`src/rtl/tx_sequence_modulator_if.sv`:
```
// +----------------------------------------------------------------------------+
// | tx_sequence_modulator_if : ARM control / DAC sample bus of the TX modulator |
// | Rev 1.0                                                                     |
// +----------------------------------------------------------------------------+
`timescale 1ns/1ps
`default_nettype none

interface tx_sequence_modulator_if;
  logic               etx_en;
  logic               istart_tx;
  logic [3:0]         iseq_select;
  logic [31:0]        icurrent_time;
  logic               inew_sample_trigger;
  logic               iresult_acquired;
  logic signed [15:0] o_sample;
  logic               o_sample_valid;
  logic               o_busy;
  logic [3:0]         o_tx_seq;
  logic [31:0]        o_time_arm;
  logic               o_trigger_arm;

  modport master (
    output etx_en, istart_tx, iseq_select, icurrent_time,
           inew_sample_trigger, iresult_acquired,
    input  o_sample, o_sample_valid, o_busy, o_tx_seq, o_time_arm, o_trigger_arm
  );

  modport slave (
    input  etx_en, istart_tx, iseq_select, icurrent_time,
           inew_sample_trigger, iresult_acquired,
    output o_sample, o_sample_valid, o_busy, o_tx_seq, o_time_arm, o_trigger_arm
  );
endinterface

`default_nettype wire

```
`src/rtl/tx_sequence_modulator.sv`:
```
// +----------------------------------------------------------------------------+
// | tx_sequence_modulator : LFSR chip sequence BPSK-modulated on a square wave  |
// | Rev 1.0                                                                     |
// +----------------------------------------------------------------------------+
`timescale 1ns/1ps
`default_nettype none

module tx_sequence_modulator #(
  parameter int CHIP_COUNT       = 255,
  parameter int SAMPLES_PER_CHIP = 80,
  parameter int CARRIER_HALF     = 4,
  parameter int AMPLITUDE        = 8000
) (
  input  logic                    ctx_clk,
  input  logic                    rtx_rst_n,
  tx_sequence_modulator_if.slave  tx_if
);

  localparam int SCW = (SAMPLES_PER_CHIP > 1) ? $clog2(SAMPLES_PER_CHIP) : 1;
  localparam int CCW = $clog2(2 * CARRIER_HALF);

  localparam logic [SCW-1:0]     SPC_LAST  = SCW'(SAMPLES_PER_CHIP - 1);
  localparam logic [CCW-1:0]     CAR_LAST  = CCW'(2 * CARRIER_HALF - 1);
  localparam logic [CCW-1:0]     CAR_HALF  = CCW'(CARRIER_HALF);
  localparam logic [7:0]         CHIP_LAST = 8'(CHIP_COUNT - 1);
  localparam logic signed [15:0] AMP_POS   = 16'(AMPLITUDE);
  localparam logic signed [15:0] AMP_NEG   = 16'(-AMPLITUDE);

  typedef enum logic [1:0] {
    S_IDLE  = 2'd0,
    S_TX    = 2'd1,
    S_FLUSH = 2'd2
  } state_t;

  state_t             state_q, state_d;
  logic [7:0]         lfsr_q, lfsr_d;
  logic [SCW-1:0]     sample_cnt_q, sample_cnt_d;
  logic [7:0]         chip_cnt_q, chip_cnt_d;
  logic [CCW-1:0]     carrier_cnt_q, carrier_cnt_d;
  logic               first_q, first_d;
  logic signed [15:0] sample_q, sample_d;
  logic               valid_q, valid_d;
  logic [3:0]         seq_q, seq_d;
  logic [31:0]        time_q, time_d;
  logic               trig_q, trig_d;

  logic       carrier_neg;
  logic [7:0] lfsr_next;

  assign carrier_neg = (carrier_cnt_q >= CAR_HALF);
  assign lfsr_next   = {lfsr_q[0] ^ lfsr_q[2] ^ lfsr_q[3] ^ lfsr_q[4], lfsr_q[7:1]};

  always_ff @(posedge ctx_clk or negedge rtx_rst_n) begin
    if (!rtx_rst_n) begin
      state_q       <= S_IDLE;
      lfsr_q        <= '0;
      sample_cnt_q  <= '0;
      chip_cnt_q    <= '0;
      carrier_cnt_q <= '0;
      first_q       <= 1'b0;
      sample_q      <= '0;
      valid_q       <= 1'b0;
      seq_q         <= '0;
      time_q        <= '0;
      trig_q        <= 1'b0;
    end else begin
      state_q       <= state_d;
      lfsr_q        <= lfsr_d;
      sample_cnt_q  <= sample_cnt_d;
      chip_cnt_q    <= chip_cnt_d;
      carrier_cnt_q <= carrier_cnt_d;
      first_q       <= first_d;
      sample_q      <= sample_d;
      valid_q       <= valid_d;
      seq_q         <= seq_d;
      time_q        <= time_d;
      trig_q        <= trig_d;
    end
  end

  always_comb begin
    state_d       = state_q;
    lfsr_d        = lfsr_q;
    sample_cnt_d  = sample_cnt_q;
    chip_cnt_d    = chip_cnt_q;
    carrier_cnt_d = carrier_cnt_q;
    first_d       = first_q;
    sample_d      = sample_q;
    valid_d       = 1'b0;
    seq_d         = seq_q;
    time_d        = time_q;
    // Acknowledge clears first; a FLUSH completion below re-sets it (set wins).
    trig_d        = trig_q & ~tx_if.iresult_acquired;

    if (!tx_if.etx_en) begin
      state_d       = S_IDLE;
      lfsr_d        = '0;
      sample_cnt_d  = '0;
      chip_cnt_d    = '0;
      carrier_cnt_d = '0;
      first_d       = 1'b0;
      sample_d      = '0;
      seq_d         = '0;
      time_d        = '0;
      trig_d        = 1'b0;
    end else begin
      case (state_q)
        S_IDLE: begin
          if (tx_if.inew_sample_trigger) begin
            sample_d = '0;
            valid_d  = 1'b1;
          end
          if (tx_if.istart_tx) begin
            seq_d         = tx_if.iseq_select;
            lfsr_d        = {tx_if.iseq_select, ~tx_if.iseq_select};
            sample_cnt_d  = '0;
            chip_cnt_d    = '0;
            carrier_cnt_d = '0;
            first_d       = 1'b0;
            state_d       = S_TX;
          end
        end
        S_TX: begin
          if (tx_if.inew_sample_trigger) begin
            sample_d = (lfsr_q[0] ^ carrier_neg) ? AMP_NEG : AMP_POS;
            valid_d  = 1'b1;
            if (!first_q) begin
              time_d  = tx_if.icurrent_time;
              first_d = 1'b1;
            end
            carrier_cnt_d = (carrier_cnt_q == CAR_LAST) ? '0 : carrier_cnt_q + 1'b1;
            if (sample_cnt_q == SPC_LAST) begin
              sample_cnt_d = '0;
              lfsr_d       = lfsr_next;
              chip_cnt_d   = chip_cnt_q + 8'd1;
              if (chip_cnt_q == CHIP_LAST) begin
                state_d = S_FLUSH;
              end
            end else begin
              sample_cnt_d = sample_cnt_q + 1'b1;
            end
          end
        end
        S_FLUSH: begin
          if (tx_if.inew_sample_trigger) begin
            sample_d = '0;
            valid_d  = 1'b1;
            trig_d   = 1'b1;
            state_d  = S_IDLE;
          end
        end
        default: state_d = S_IDLE;
      endcase
    end
  end

  assign tx_if.o_sample       = sample_q;
  assign tx_if.o_sample_valid = valid_q;
  assign tx_if.o_busy         = (state_q != S_IDLE);
  assign tx_if.o_tx_seq       = seq_q;
  assign tx_if.o_time_arm     = time_q;
  assign tx_if.o_trigger_arm  = trig_q;

endmodule

`default_nettype wire

```
`src/flat_wrapper.sv`:
```
// flat-port wrapper written by rule: the top's interface ports become plain ports
module tx_sequence_modulator_flat 
#(
  parameter int CHIP_COUNT       = 255,
  parameter int SAMPLES_PER_CHIP = 80,
  parameter int CARRIER_HALF     = 4,
  parameter int AMPLITUDE        = 8000
)
  (ctx_clk, rtx_rst_n, tx_if_etx_en, tx_if_istart_tx, tx_if_iseq_select, tx_if_icurrent_time, tx_if_inew_sample_trigger, tx_if_iresult_acquired, tx_if_o_sample, tx_if_o_sample_valid, tx_if_o_busy, tx_if_o_tx_seq, tx_if_o_time_arm, tx_if_o_trigger_arm);
  tx_sequence_modulator_if tx_if_i ();
  input  logic ctx_clk;
  input  logic rtx_rst_n;
  input wire logic [$bits(tx_if_i.etx_en)-1:0] tx_if_etx_en;
  input wire logic [$bits(tx_if_i.istart_tx)-1:0] tx_if_istart_tx;
  input wire logic [$bits(tx_if_i.iseq_select)-1:0] tx_if_iseq_select;
  input wire logic [$bits(tx_if_i.icurrent_time)-1:0] tx_if_icurrent_time;
  input wire logic [$bits(tx_if_i.inew_sample_trigger)-1:0] tx_if_inew_sample_trigger;
  input wire logic [$bits(tx_if_i.iresult_acquired)-1:0] tx_if_iresult_acquired;
  output wire logic [$bits(tx_if_i.o_sample)-1:0] tx_if_o_sample;
  output wire logic [$bits(tx_if_i.o_sample_valid)-1:0] tx_if_o_sample_valid;
  output wire logic [$bits(tx_if_i.o_busy)-1:0] tx_if_o_busy;
  output wire logic [$bits(tx_if_i.o_tx_seq)-1:0] tx_if_o_tx_seq;
  output wire logic [$bits(tx_if_i.o_time_arm)-1:0] tx_if_o_time_arm;
  output wire logic [$bits(tx_if_i.o_trigger_arm)-1:0] tx_if_o_trigger_arm;
  assign tx_if_i.etx_en = tx_if_etx_en;
  assign tx_if_i.istart_tx = tx_if_istart_tx;
  assign tx_if_i.iseq_select = tx_if_iseq_select;
  assign tx_if_i.icurrent_time = tx_if_icurrent_time;
  assign tx_if_i.inew_sample_trigger = tx_if_inew_sample_trigger;
  assign tx_if_i.iresult_acquired = tx_if_iresult_acquired;
  assign tx_if_o_sample = tx_if_i.o_sample;
  assign tx_if_o_sample_valid = tx_if_i.o_sample_valid;
  assign tx_if_o_busy = tx_if_i.o_busy;
  assign tx_if_o_tx_seq = tx_if_i.o_tx_seq;
  assign tx_if_o_time_arm = tx_if_i.o_time_arm;
  assign tx_if_o_trigger_arm = tx_if_i.o_trigger_arm;
  tx_sequence_modulator #(.CHIP_COUNT(CHIP_COUNT), .SAMPLES_PER_CHIP(SAMPLES_PER_CHIP), .CARRIER_HALF(CARRIER_HALF), .AMPLITUDE(AMPLITUDE)) u_core (.ctx_clk(ctx_clk), .rtx_rst_n(rtx_rst_n), .tx_if(tx_if_i));
endmodule
```
`config.mk`:
```
export PLATFORM = sky130hd
export DESIGN_NAME = tx_sequence_modulator_flat
export DESIGN_NICKNAME = d
export VERILOG_FILES = /design/src/rtl/tx_sequence_modulator_if.sv /design/src/rtl/tx_sequence_modulator.sv /design/src/flat_wrapper.sv
export SDC_FILE = /design/constraint.sdc
export NUM_CORES = 1
export LEC_CHECK = 0
export BUFFER_PORTS_ARGS = -buffer_cell sky130_fd_sc_hd__buf_2
export CORE_ASPECT_RATIO = 1.25
export CORE_UTILIZATION = 35
export CTS_BUF_LIST = sky130_fd_sc_hd__clkbuf_4
export CTS_CLUSTER_SIZE = 20
export DETAILED_ROUTE_END_ITERATION = 8
export PLACE_DENSITY_LB_ADDON = 0.08
export RECOVER_POWER = 25
export SKIP_CTS_REPAIR_TIMING = 1
export SLEW_MARGIN = 20
export SYNTH_ARGS = -nofsm -noshare
export SYNTH_HDL_FRONTEND = slang
export SYNTH_SLANG_ARGS = --single-unit
```
`constraint.sdc`:
```
create_clock -name ctx_clk -period 2.7 [get_ports ctx_clk]
set_clock_uncertainty 0.1 [all_clocks]
set_input_delay 0.675 -clock ctx_clk [delete_from_list [all_inputs] [get_ports ctx_clk]]
set_output_delay 0.675 -clock ctx_clk [all_outputs]
set_load 0.05 [all_outputs]
```
=== Word-level counts from Yosys, hierarchy flattened ===
Index checks and enable logic that the tools add are counted.
W data, S select, Z words.

* Bits of input ports: 42
* Logic and storage cells: 99
* Bits in registers: 83

* Reductions and logical operators: 10
* Mux-type cells: 49
* Magnitude comparators: 1
* Add/subtract/negate cells: 3
* Bitwise operators: 7
* Equality and inequality tests: 18

{| class="wikitable"
|+ Operators with widths
! kind !! number
|-
| $mux W32 || 4
|-
| $mux W16 || 4
|-
| $mux W8 || 8
|-
| $pmux W16 S2 || 1
|-
| $pmux W8 S2 || 2
|-
| $mux W7 || 4
|-
| $pmux W7 S2 || 1
|-
| $mux W2 || 6
|-
| $mux W3 || 4
|-
| $mux W4 || 3
|-
| $ne A3 B2 Y1 const B || 4
|-
| $mux W1 || 9
|-
| $ne A3 B3 Y1 const B || 3
|-
| $reduce_and A3 Y1 || 3
|-
| $add A8 B1 Y8 const B || 1
|-
| $eq A8 B8 Y1 const B || 1
|-
| $ne A2 B1 Y1 const B || 4
|-
| $add A7 B1 Y7 const B || 1
|-
| $eq A7 B7 Y1 const B || 1
|-
| $pmux W2 S3 || 1
|-
| $pmux W3 S2 || 1
|-
| $reduce_and A5 Y1 || 1
|-
| $not A4 Y4 || 1
|-
| $reduce_and A4 Y1 || 1
|-
| other kinds (16) || 19
|}

=== Depth between registers and ports, before layout ===
* Depth in word-level cells: 7
* Gate-level depth with buffers: 7
* Depth with buffers taken out: 6

=== Worst setup path after synthesis ===
OpenSTA, ideal clock, no wires.

* Path type: flip-flop to flip-flop
* From: reg u_core.sample_cnt_q[4]
* To: reg u_core.lfsr_q[1]
* Cell stages (with the launch flop): 6
* Library setup time: 0.125 ns
* Data arrival time: 1.737 ns
* Required time: 2.475 ns
* Slack: 0.738 ns
* Cells stage by stage: dfrtp_1 -> or3b_1 -> buf_2 -> o21a_4 -> nor2_2 -> mux2_2

* Longest elaborated chain between the ends: 3

{| class="wikitable"
|+ Ends and longest elaborated chain
! what !! line !! RTL
|-
| start: declaration || tx_sequence_modulator.sv:37 || <nowiki>logic [SCW-1:0] sample_cnt_q, sample_cnt_d;</nowiki>
|-
| start signal: assignment || tx_sequence_modulator.sv:69 || <nowiki>sample_cnt_q <= sample_cnt_d;</nowiki>
|-
| $eq A7 B7 Y1 || tx_sequence_modulator.sv:132 || <nowiki>if (sample_cnt_q == SPC_LAST) begin</nowiki>
|-
| $ne A3 B2 Y1 (no line) || -- ||
|-
| $reduce_and A4 Y1 (no line) || -- ||
|-
| end signal: assignment || tx_sequence_modulator.sv:68 || <nowiki>lfsr_q <= lfsr_d;</nowiki>
|-
| end: declaration || tx_sequence_modulator.sv:36 || <nowiki>logic [7:0] lfsr_q, lfsr_d;</nowiki>
|}

No other way between the ends.
A chain may end at the register's enable or synchronous reset.

=== Final worst setup path ===
* From: reg u_core.state_q[0]
* To: out tx_if_o_busy

* Longest elaborated chain between the ends: 1

{| class="wikitable"
|+ Ends and longest elaborated chain
! what !! line !! RTL
|-
| start: declaration || tx_sequence_modulator.sv:35 || <nowiki>state_t state_q, state_d;</nowiki>
|-
| start signal: assignment || tx_sequence_modulator.sv:67 || <nowiki>state_q <= state_d;</nowiki>
|-
| $reduce_bool A2 Y1 || tx_sequence_modulator.sv:159 || <nowiki>assign tx_if.o_busy = (state_q != S_IDLE);</nowiki>
|-
| end: declaration || flat_wrapper.sv:21 || <nowiki>output wire logic [$bits(tx_if_i.o_busy)-1:0] tx_if_o_busy;</nowiki>
|}

No other way between the ends.

==> results by group <==
Run status
  – Status: finished, final reports clean

Critical path
  – Setup Crit Path Kind: reg -> out
  – Critical Path Sink Type: output pin
  – End of the worst register-to-register path: u_core.lfsr_q[1]$_DFFE_PN0P_
  – Worst r2r src: u_core.sample_cnt_q[4]$_DFFE_PN0P_
  – Crit path max fanout: 13
  – Worst Path Required: between 1500 and 2000 ps
  – Critical path, cell by cell: inv_1 > nand2_1 > buf_2
  – Worst path slowest cell: dfrtp_1
  – Setup slack, reg-to-reg: about 600 ps
  – Worst r2r path cells: 4
  – Setup crit start kind: register
  – CP arrival: roughly 1600 ps
  – Critical path's largest stage delay: approximately 600 ps

Logic synthesis
  – Asr flop ratio synth: 100%
  – Register area share after synthesis: between 50% and 60%
  – Synthesized area: between 3000 and 4000 um2
  – Syn Inst Count: 296
  – Synth warn: 0
  – Ranking of synthesized cells by area: dfrtp_1 54%, a22o_1 9.0%, buf_4 3.3%, nand2_1 2.7%, o21ai_0 2.5%
  – Area leader, netlist: dfrtp_1
  – Syn Area/Cell: approximately 11 um2
  – Synth Flop Type: dfrtp_1
  – Post-synth EDFFs: 0
  – Netlist cell types: 47
  – Share of the synthesized area in the top cell type: 54.4%
  – Yosys reg bits: 70

Clock tree
  – CTS Buffer Depth: 2
  – Clk sink count: 70
  – Skew-Pair Late Insertion Delay: just over 400 ps
  – CTS tree: built
  – CTS H-tree depth: 3
  – CTS Buf Count: 9
  – Worst-path clk slew: 120 ps
  – Root Buffer: clkbuf_4

Place
  – Placed wire-length estimate: 5120 um
  – IO Port Bufs: 90
  – Gp weighted congestion: 0.760
  – Post-place instance area: 3760 um2
  – Dpl cells: between 400 and 500

Pwr
  – Reg power frac: approximately half
  – Comb power frac: ~17%
  – Cell Int Power: ~1.6 mW
  – Worst vdd ir: ~0.00027 V
  – Switching Fraction: 29.8%
  – Design Power: approximately 2.3 mW
  – Leak: 2.00 nW
  – Switching power: 677 uW
  – PD cells: approximately 580 nW/um2
  – Clock power frac: about a third

Drt
  – Detailed-route DRC error count: 0
  – Drt pass-1 iters: 6
  – Vias: roughly 2500
  – Avg Vias per Cell: about 5
  – Routed met2 length: between 3000 and 4000 um
  – Top Metal Used: met4
  – DR iter-0 viols: between 100 and 150
  – Met3 WL: a little over 400 um
  – Routed length per instance: about 14 um
  – M1 wire length: approximately 3200 um
  – Routed WL: slightly above 7000 um
  – Final ANT Viol Nets: 0

GRT
  – Largest net degree at the start of global routing: 50
  – Gr usage total: 16.7%
  – First-pass GRT wire length: approximately 12000 um
  – Total gr overflow: 0
  – Vias in the first global route: between 2000 and 3000
  – Initial antenna violation count: 0

Hold path
  – Hold EP: u_core.tx_if.o_time_arm[26]$_DFFE_PN0P_
  – Hold-critical path depth: 2
  – Hold Path Class: in -> reg
  – Hold_sp: tx_if_icurrent_time[26]

Layout
  – Reg area: around 1800 um2
  – Final nets: about 430
  – Final instance area: a little under 4000 um2
  – Number of diodes: 0
  – Commonest cells after routing, fill and taps aside: 89 x buf_2, 70 x dfrtp_1, 33 x a22o_1, 23 x nand2_1, 16 x o21ai_0
  – Area of the multi-input gates: between 1000 and 1500 um2
  – Fraction of layout instances using a drive strength above 1: 33.0%
  – Most common cell after layout, fill and taps aside: buf_2
  – Final-layout fill cell count: roughly 850
  – Non-Filler Instances: 505
  – Synth-to-Final Area Change: 21.6%

Die
  – Initial core utilization: between 30 and 40%
  – Core area: 8800 um2
  – Row count: 38
  – Die Wd: roughly 88 um
  – Die area: about 9600 um2
  – I/O Pins: 97
  – Die Span Y: between 100 and 150 um

Timing
  – Final hold vios: 0
  – Final setup viols: 0
  – Slew @ Worst Pin: between 1000 and 1500 ps
  – Final Cycle Share: between 80% and 90%
  – Unrepaired setup endpoints after global routing: false
  – Setup tns final: 0 ps
  – Final Max Slew Viols: 0
  – Fin crit period: between 2000 and 2500 ps
  – Max Clk Rate: approximately 0.43 GHz
  – Max transition margin: ~16%

Flow run
  – Number of max-cap violations: 0
metrics by stage:
stage | setup WS (ps) | util [%] | hold WS (ps)
global placement | 481 | 42.7 | 383
global route | 259 | 44.5 | 353
floorplan | 738 | - | 279
finish | 376 | 44.5 | 369
detailed placement | 465 | 42.7 | 386
CTS | 367 | 44.5 | 127
power groups by stage:
| stage | Sequential [mW] | Combinational [mW] | Clock, mW |
|---|---|---|---|
| finish | 1.13 | 0.376 | 0.769 |
| global route | 1.13 | 0.407 | 0.832 |
| CTS | 1.13 | 0.383 | 0.797 |
| detailed placement | 1.14 | 0.383 | 0 |
| global placement | 1.15 | 0.380 | 0 |
| floorplan | 1.23 | 0.178 | 0 |
Yosys cell counts (2+ instances only):
master and instances:
ha_1 5, buf_4 14, nand3_1 7, nor4_1 2
o211a_1 2, o21ai_0 16, a211oi_1 2, nor2_1 13
nor3_1 3, a22o_1 33, or3_1 3, nand4_1 2
buf_2 5, xor2_1 2, a21oi_1 14, o41ai_1 2
a21boi_1 2, nor2b_1 5, nand2_1 23, o31ai_1 8
nand2b_1 2, clkbuf_1 13, mux2_2 7, inv_1 8
and3_1 3, mux2i_1 4, xnor2_1 2, or4_1 5
a31oi_1 2, dfrtp_1 70
kinds of logic after synthesis:
group / share of synthesized area [%]
compound gates: 20.3
xor+xnor: 1.09
fa+ha+maj: 1.94
buf+inv: 6.60
flops: 54.4
mux: 3.69
other cells: 0.116
simple gates: 11.9
critical path: cells and delay by family, from the launching register on:
kind	cells	cell delay [ps]
buf+inv	2	440
flops	1	600
simple gates	1	100
worst max path at each step:
stage	from	endpoint	slack, ps	cells past startpoint
after floorplan	u_core.sample_cnt_q[4]$_DFFE_PN0P_	u_core.lfsr_q[1]$_DFFE_PN0P_	740	5
after CTS	u_core.state_q[0]$_DFFE_PN0P_	tx_if_o_busy	370	3
after detailed placement	tx_if_etx_en	u_core.lfsr_q[1]$_DFFE_PN0P_	460	5
final	u_core.state_q[0]$_DFFE_PN0P_	tx_if_o_busy	380	3
after global placement	tx_if_etx_en	u_core.lfsr_q[1]$_DFFE_PN0P_	480	5
after global routing	u_core.state_q[0]$_DFFE_PN0P_	tx_if_o_busy	260	3
state kept, by name (all words and copies together), names as in the netlist, 2 cells and up:
signal	count
u_core.sample_cnt_q	7
u_core.tx_if.o_sample	3
u_core.state_q	2
u_core.carrier_cnt_q	3
u_core.lfsr_q	8
u_core.tx_if.o_tx_seq	4
u_core.tx_if.o_time_arm	32
u_core.chip_cnt_q	8
area by class of cell:
class                      instances  area share, %
multi-input combinational        190           32.8
inverter                           9          0.863
clock inverter                     6           2.17
sequential                        70           44.7
clock buffer                      10           1.92
tap                              120           3.83
timing repair buffer             100           13.7
metal layers:
metal,vias to the layer above,global-route usage (%)
met1,1211,20.9
met3,13,3.94
met4,0,7.49
li1,1230,-
met2,85,27.2
met5,-,0
(Power assumes the default switching activity.)
